--- src/rtl/mux_stream_arbiter.sv ---
// Two-requester valid/ready arbiter driving a 2:1 mux into a one-entry output stage.
// Sticky round-robin: the current owner keeps the grant until it has taken MAX_BURST words in a row while the other requester waits.
module mux_stream_arbiter #(
    parameter int unsigned WIDTH     = 8,
    parameter int unsigned MAX_BURST = 4
) (
    input  logic             clk,
    input  logic             rst_n,
    input  logic             a_valid,
    input  logic [WIDTH-1:0] a_data,
    output logic             a_ready,
    input  logic             b_valid,
    input  logic [WIDTH-1:0] b_data,
    output logic             b_ready,
    output logic             y_valid,
    output logic [WIDTH-1:0] y_data,
    input  logic             y_ready,
    output logic             select
);

    localparam int unsigned CNT_W = $clog2(MAX_BURST + 1);
    localparam logic [CNT_W-1:0] CNT_MAX = CNT_W'(MAX_BURST);
    localparam logic [CNT_W-1:0] CNT_ONE = CNT_W'(1);

    logic [CNT_W-1:0] burst_cnt;
    logic             load_en;
    logic             grant;
    logic             gnt_sel;

    // Grant decision; readies are forced low while reset is asserted
    always_comb begin
        load_en = !y_valid || y_ready;
        grant   = 1'b0;
        gnt_sel = select;
        if (rst_n && load_en) begin
            if (a_valid && b_valid) begin
                grant   = 1'b1;
                gnt_sel = (burst_cnt < CNT_MAX) ? select : !select;
            end else if (a_valid) begin
                grant   = 1'b1;
                gnt_sel = 1'b0;
            end else if (b_valid) begin
                grant   = 1'b1;
                gnt_sel = 1'b1;
            end
        end
        a_ready = grant && !gnt_sel;
        b_ready = grant && gnt_sel;
    end

    // Output stage, owner and burst counter
    always_ff @(posedge clk or negedge rst_n) begin
        if (!rst_n) begin
            y_valid   <= 1'b0;
            y_data    <= '0;
            select    <= 1'b0;
            burst_cnt <= '0;
        end else if (grant) begin
            y_valid <= 1'b1;
            y_data  <= gnt_sel ? b_data : a_data;
            select  <= gnt_sel;
            if (gnt_sel != select) begin
                burst_cnt <= CNT_ONE;
            end else if (burst_cnt != CNT_MAX) begin
                burst_cnt <= burst_cnt + CNT_ONE;
            end
        end else if (load_en) begin
            // Nobody valid: drain the stage, forget the run, keep the owner
            y_valid   <= 1'b0;
            burst_cnt <= '0;
        end
    end

endmodule
--- config.mk ---
export PLATFORM = sky130hd
export DESIGN_NAME = mux_stream_arbiter
export DESIGN_NICKNAME = d
export VERILOG_FILES = /design/src/rtl/mux_stream_arbiter.sv
export SDC_FILE = /design/constraint.sdc
export NUM_CORES = 1
export LEC_CHECK = 0
export BUFFER_PORTS_ARGS = -buffer_cell sky130_fd_sc_hd__buf_2
export CORE_AREA = 8 8 56 58
export DETAILED_ROUTE_END_ITERATION = 16
export DIE_AREA = 0 0 64 66
export MAX_ROUTING_LAYER = met4
export PLACE_DENSITY_LB_ADDON = 0.3
export SETUP_SLACK_MARGIN = 0.15
export SYNTH_ARGS = -nofsm -noshare
export SYNTH_HDL_FRONTEND = slang
export SYNTH_SLANG_ARGS = --single-unit
export TNS_END_PERCENT = 30
--- constraint.sdc ---
create_clock -name clk -period 1.8 [get_ports clk]
set_clock_uncertainty 0.2 [all_clocks]
set_input_delay 0.18 -clock clk [delete_from_list [all_inputs] [get_ports clk]]
set_output_delay 0.18 -clock clk [all_outputs]
set_load 0.1 [all_outputs]
==> flow_summary.yaml, run 1 <==
global_routing:
  overflow: 0
  grt_busiest_layer: "met2"
  grt_util_met1_pct: 17.8
  use_met2_pct: 29.6
  grtUsageMet3_pct: 3.56
  antenna_found_initial: 0
  grt_pass1_wl_um: 5400
  grtUsageTotal_pct: 16.7
  grt_pass1_vias: 1091
  grt_max_degree: 17
logic_synthesis:
  ys_ff_latch: 13
  synth_top_area_share_pct: 37.9
  post-synth-top-count-cell: "nand2_1"
  async_reset_ff_share_pct: 100
  avgSynthCellArea_um2: 9.75
  ys_types: 29
  ys_top_cells_by_area: "dfrtp_1 (38%), o211ai_2 (12%), o311ai_0 (8.2%)"
  ys_seq_area_share_pct: 37.9
  synth_flop_cell: "dfrtp_1"
  synth-edff-count: 0
  yosys.area.top_type: "dfrtp_1"
  postSynthCellCount: 88
  synth_nets: 111
  netlist_area_um2: 858
  synthTopCellsByCount: "nand2_1 (17), dfrtp_1 (13), o211ai_2 (8), o311ai_0 (8), inv_1 (6)"
  yosys_warnings: 0
floorplanning:
  row_count: 18
  pin_count: 33
  start_util_pct: 37.0
  die_w_um: 64
  chipHeight_um: 66
  core-area_um2: 2320
  die-area_um2: 4220
sta:
  clock.fmax_mhz: 498
  period_share_pct: 112
  hold_violations: 0
  whs_ns: 0.0933
  tns_ns: -0.581
  setup_viol: 11
  setup_slack_ns: -0.208
  max_slew.worst_pin.slew_ns: 0.497
  rsz0062_at_grt: "true"
  min_period_ns: 2.01
  slew_violations: 0
  maxSlewHeadroom_pct: 66.7
clock_network:
  clk_latency_ns: 0.29
  cts_buffer_depth: 2
  cts_max_level: 1
  cts_made_buffers: 3
  clkTransAtPathRegs_ns: 0.10
  cts_tree: "done"
  cts.sinks: 13
  clockRootBuffer: "clkbuf_4"
placement:
  place_area_um2: 1220
  portBuffers: 32
  gp_congestion: 0.820
  hpwl_um: 2030
detailed_routing:
  drt-initial-drc-count: 36
  wl_per_cell_um: 17.1
  routed_wl_um: 3230
  vias: 1037
  routed_via_density: 5.49
  drcViolationCount: 0
  ant_nets: 0
  dr.pass1.iters: 4
critical_path:
  critPathMaxStageDelay_ns: 0.50
  cp_max_fo: 2
  cp.required_ns: 1.42
  slowest_stage: "dfrtp_4"
  criticalPathCategory: "flip-flop to output pin"
  startpoint_type: "flip-flop"
  arrival_ns: 1.63
  endpoint_kind: "output pin"
  crit_chain: "buf_6, xnor2_4, a2111oi_4, buf_12"
power:
  leakage_nw: 0.726
  ir_worst_vdd_v: 0.000721
  powerDensity_nw_per_um2: 913
  totalPowerFinal_mw: 1.44
cells_and_area:
  nets: 183
  insertedDiodeCount: 0
  area.growth.synth_to_final_pct: 83.2
  fin_area_um2: 1570
  fillers: 166
  drive_gt1_share_pct: 53.5
run_status:
  violations: "setup timing"
  outcome: "complete, but fails checks"
flow_run:
  maxCapViolations: 0
min_path:
  hp-class: "primary input to flip-flop"
-- metal layers --
layer / share of wire, % / vias to the layer above
met5: 0 / -
met4: 2.0 / 0
met3: 5.8 / 7
met2: 53 / 44
met1: 39 / 512
li1: - / 474
-- repair_timing --
action | 4_1_cts | 5_1_grt
cloned | 1 | 0
gates resized for setup | 24 | 9
endpoints found under the setup margin | 14 | 14
hold buffers | 17 | 0
pin swaps | 7 | 11
hold endpoints to repair | 21 | 0
buffers inserted | 4 | 1
-- area by class of cell --
| class | count | area, um^2 | area share, % |
|---|---|---|---|
| multi-input cells | 65 | 586 | 37.2 |
| inverters | 6 | 25.0 | 1.59 |
| flip-flops and latches | 13 | 333 | 21.2 |
| well taps | 30 | 37.5 | 2.39 |
| clock buffers | 3 | 22.5 | 1.43 |
| repair buffers | 71 | 564 | 35.9 |
| clock inverters | 1 | 5.00 | 0.318 |
-- report_power, final --
group / leakage, nW / total, mW / internal [mW] / switching (mW)
clock network: 0.0177 / 0.191 / 0.0826 / 0.108
logic: 0.548 / 0.860 / 0.259 / 0.601
registers: 0.160 / 0.385 / 0.349 / 0.0358
total: 0.726 / 1.44 / 0.691 / 0.746
-- logic make-up (layout without fill, tap and decap cells) --
family	Yosys count	after routing	synth area share, %
adders and majority gates	2	2	2.91
DFF	13	13	37.9
buffers and inverters	11	81	7.58
muxes	2	2	2.48
AOI/OAI and AO/OA	29	29	30.9
xor gates and xnor gates	1	1	1.02
and+or+nand+nor	30	31	17.2
-- worst max-delay path, delay by kind of cell (launching register included) --
family	cells	cell delay [ns]
xor+xnor	1	0.12
buf+inv	2	0.36
compound gates	1	0.35
flops	1	0.50
-- through the flow --
stage | util (%) | setup slack (ns) | instances
after detailed placement | 52.8 | -0.0859 | 162
after global routing | 67.8 | -0.256 | 189
final | 67.8 | -0.208 | 189
after CTS | 65.5 | -0.241 | 188
after global placement | 52.8 | -0.00719 | 162
after floorplan | - | -0.563 | 88
-- cells in the final DEF (no fill, tap or decap), types with 2 or more instances in the layout --
cell type / Yosys / final
o311ai_2: 0 / 4
buf_6: 3 / 9
o211ai_2: 8 / 8
dlygate4sd3_1: 0 / 17
dfrtp_4: 0 / 2
buf_4: 0 / 14
a31oi_1: 2 / 2
a21oi_1: 3 / 3
nand2b_4: 1 / 2
or3_4: 0 / 2
buf_2: 1 / 28
nor2_1: 2 / 2
nand2_1: 17 / 17
o311ai_1: 0 / 4
dfrtp_1: 13 / 11
clkbuf_4: 0 / 4
ha_1: 2 / 2
nand3_1: 2 / 2
inv_1: 6 / 5
buf_12: 0 / 2
-- registers in the layout, indices dropped and copies added (netlist names) --
name and flops:
y_valid 1, burst_cnt 3, select 1, y_data 8
-- worst paths after layout --
check / from / to / slack, ns / cells past startpoint
max: select$_DFFE_PN0P_ / b_ready / -0.21 / 4
min: y_ready / y_valid$_DFFE_PN0P_ / 0.09 / 4
max reg2reg: y_valid$_DFFE_PN0P_ / y_data[0]$_DFFE_PN0P_ / -0.05 / 7
min reg2reg: y_data[6]$_DFFE_PN0P_ / y_data[6]$_DFFE_PN0P_ / 0.30 / 2
max in group asynchronous: rst_n / burst_cnt[1]$_DFFE_PN0P_ / 0.94 / 3
min in group asynchronous: rst_n / y_data[7]$_DFFE_PN0P_ / 0.28 / 3
No activity file was read; power rests on OpenSTA's default activity.
==> inputs of run 2 (changes only) <==
--- a/config.mk
+++ b/config.mk
@@ -5,10 +5,11 @@
 export SDC_FILE = /design/constraint.sdc
 export NUM_CORES = 1
 export LEC_CHECK = 0
+export ABC_AREA = 1
 export BUFFER_PORTS_ARGS = -buffer_cell sky130_fd_sc_hd__buf_2
-export CORE_AREA = 8 8 56 58
+export CORE_AREA = 8 8 53 55
 export DETAILED_ROUTE_END_ITERATION = 16
-export DIE_AREA = 0 0 64 66
+export DIE_AREA = 0 0 61 63
 export MAX_ROUTING_LAYER = met4
 export PLACE_DENSITY_LB_ADDON = 0.3
 export SETUP_SLACK_MARGIN = 0.15
==> constraint.sdc (replaced) <==
create_clock -name clk -period 1.85 [get_ports clk]
set_clock_uncertainty 0.2 [all_clocks]
set_input_delay 0.185 -clock clk [delete_from_list [all_inputs] [get_ports clk]]
set_output_delay 0.185 -clock clk [all_outputs]
set_load 0.1 [all_outputs]
==> run 2 against run 1 <==
Sequential cell count is the same. Cell area decreased by 10%. Via count down 15%. Sequential power hardly changed. Power is 6.0% lower. Critical path depth is 2 higher. The flow still finishes with violations (setup timing). Largest power group unchanged. Register-to-register slack improved by 0.06 ns. First-iteration DRC count shrank 42%. Utilization grew 0.55 points. Clock power is 11% lower. Cell count is 3.2% higher. Global-route usage is 3.2 points lower.
==> flow_summary.yaml, run 2 <==
run_status:
  outcome: "complete, but fails checks"
  violations: "setup timing"
floorplanning:
  core-area_um2: 2060
  die-area_um2: 3840
  die_w_um: 61
  row_count: 17
  chipHeight_um: 63
  pin_count: 33
  start_util_pct: 36.9
clock_network:
  cts_buffer_depth: 2
  cts_max_level: 1
  cts_tree: "done"
  clk_latency_ns: 0.27
  cts_made_buffers: 3
  clkTransAtPathRegs_ns: 0.07
  clockRootBuffer: "clkbuf_4"
  cts.sinks: 13
sta:
  setup_viol: 2
  rsz0062_at_grt: "true"
  max_slew.worst_pin.slew_ns: 0.500
  clock.fmax_mhz: 510
  slew_violations: 0
  hold_violations: 0
  maxSlewHeadroom_pct: 66.9
  whs_ns: 0.103
  setup_slack_ns: -0.110
  min_period_ns: 1.96
  period_share_pct: 106
global_routing:
  grtUsageTotal_pct: 13.6
  antenna_found_initial: 0
  grt_pass1_wl_um: 4000
  grt_pass1_vias: 944
  grt_max_degree: 14
  overflow: 0
critical_path:
  crit_path_end: "a_ready"
  path_depth: 6
  critical_path_buf_inv_count: 3
  arrival_ns: 1.58
  reg2reg_setup_slack_ns: 0.01
  cp_top_family: "flip-flops"
  crit_path_start: "y_valid$_DFFE_PN0P_"
  endpoint_kind: "output pin"
  critPathMaxStageDelay_ns: 0.49
  cp_max_fo: 4
  startpoint_type: "flip-flop"
  cpMostUsedCell: "a21oi_4"
  slowest_stage: "dfrtp_4"
  cp.required_ns: 1.46
  reg2reg_to: "burst_cnt[1]$_DFFE_PN0P_"
  crit_chain: "a21oi_4, inv_2, a21oi_4, inv_4, nor2_8, buf_12"
  r2r_cells: 10
  criticalPathCategory: "flip-flop to output pin"
  r2r-start: "y_valid$_DFFE_PN0P_"
detailed_routing:
  drt-initial-drc-count: 21
  top_layer: "met4"
  ant_nets: 0
  route.met2.wl_um: 1240
  dr.pass1.iters: 2
  routed_via_density: 4.50
  drcViolationCount: 0
  drt-met1-wl_um: 1080
  wl_per_cell_um: 12.8
  routed_wl_um: 2510
  vias: 877
  met3WireLength_um: 158
logic_synthesis:
  ys_ff_latch: 13
  postSynthCellCount: 97
  synth-edff-count: 0
  synthTopCellsByCount: "nand2_1 (39), nand3_1 (14), dfrtp_1 (13), inv_1 (9), inv_2 (4)"
  ys_seq_area_share_pct: 42.7
  avgSynthCellArea_um2: 7.86
  async_reset_ff_share_pct: 100
  synth_flop_cell: "dfrtp_1"
  ys_top_cells_by_area: "dfrtp_1 (43%), nand2_1 (19%), nand3_1 (9.2%)"
  yosys_warnings: 0
  post-synth-top-count-cell: "nand2_1"
  synth_top_area_share_pct: 42.7
  netlist_area_um2: 762
  ys_types: 16
  synth_nets: 120
  yosys.area.top_type: "dfrtp_1"
cells_and_area:
  area.growth.synth_to_final_pct: 85.1
  largest_reg_flops: 8
  fin_util_pct: 68.3
  insertedDiodeCount: 0
  mostFrequentLayoutCells: "nand2_1 (35), buf_2 (30), dlygate4sd3_1 (17)"
  nets: 191
  drive_gt1_share_pct: 46.7
  top_register: "y_data"
  top_regs: "y_data: 8 flops, burst_cnt: 3 flops"
  mostFrequentLayoutCell: "nand2_1"
power:
  powerDensity_nw_per_um2: 957
  pwr-share-clk_pct: 12.6
  switching_share_pct: 52.5
  leakage_nw: 0.732
  ir_worst_vdd_v: 0.000695
  internal-power_mw: 0.641
  p_switching_mw: 0.709
  p_comb_share_pct: 59.1
  power.share.sequential_pct: 28.3
min_path:
  hp-class: "primary input to flip-flop"
placement:
  hpwl_um: 1470
  portBuffers: 32
  gp_congestion: 0.847
flow_run:
  maxCapViolations: 0
==> run 2: changes by cell type in the layout (fill, tap and decap cells not counted), moves of 3 or more <==
cell / change
nand2_1: +18
nand3_1: +10
o211ai_2: -8
nand2_2: +6
buf_4: -5
inv_1: +4
o311ai_1: -4
o311ai_2: -4
a21oi_1: -3
a21oi_4: +3
inv_2: +3
==> run 2: routing by layer <==
metal	vias to the layer above	track usage (%)
met1	404	16.4
met2	29	20.9
met5	-	-
li1	440	-
met3	4	3.91
met4	0	4.37
==> run 2: what timing repair did <==
item                                    4_1_cts  5_1_grt
endpoints found under the hold margin        21        0
hold buffers                                 17        0
buffers inserted                             12        2
gates resized for setup                       4       18
pin swaps                                     4        8
endpoints found under the setup margin       10       13
==> run 2: cells by family after synthesis <==
group                    synth area share [%]
flip-flops                               42.7
AND/OR/NAND/NOR                          37.4
XOR/XNOR                                 1.15
buffers and inverters                    7.88
adder cells (fa/ha/maj)                  3.28
AO/OA/AOI/OAI                            7.55
==> run 2: final cells by class <==
class / instances / area (um^2)
Fill cell: 158 / 653
Timing Repair Buffer: 66 / 518
Multi-Input combinational cell: 69 / 430
Sequential cell: 13 / 334
Inverter: 15 / 66.3
Tap cell: 28 / 35.0
Clock buffer: 4 / 26.3
==> run 2: worst reg2reg max path: stages (launching register included) <==
cell	delay [ns]
dfrtp_4	0.49
a21oi_4	0.19
inv_2	0.06
a21oi_4	0.19
buf_6	0.13
buf_6	0.08
buf_6	0.11
nand3_4	0.08
nor2_2	0.11
nand3_1	0.08
nand2_1	0.06
==> run 2: worst min-delay path by stage <==
stage | slack (ns) | from | end | cells past startpoint
after CTS | 0.10 | y_ready | y_valid$_DFFE_PN0P_ | 4
after floorplan | -0.31 | rst_n | burst_cnt[0]$_DFFE_PN0P_ | 0
after global routing | 0.16 | y_ready | y_valid$_DFFE_PN0P_ | 4
after global placement | -0.06 | rst_n | y_valid$_DFFE_PN0P_ | 2
final | 0.10 | y_ready | y_valid$_DFFE_PN0P_ | 4
after detailed placement | -0.05 | rst_n | y_data[2]$_DFFE_PN0P_ | 2
==> run 2: stage by stage <==
stage	instances	setup slack, ns	setup TNS [ns]	total power, mW	instance area, um^2
after CTS	193	-0.117	-0.259	1.32	1320
after global placement	160	0.0824	0	1.05	1020
after detailed placement	160	0.0928	0	1.06	1020
after global routing	195	-0.198	-0.567	1.42	1410
after floorplan	97	-0.153	-1.33	0.915	773
final	195	-0.110	-0.192	1.35	1410
==> run 2: power by group through the flow <==
stage               sequential, mW  combinational, mW  clock, mW
floorplan                    0.748              0.167          0
global placement             0.385              0.669          0
detailed placement           0.385              0.673          0
CTS                          0.382              0.757      0.178
global route                 0.390              0.839      0.191
finish                       0.382              0.798      0.170
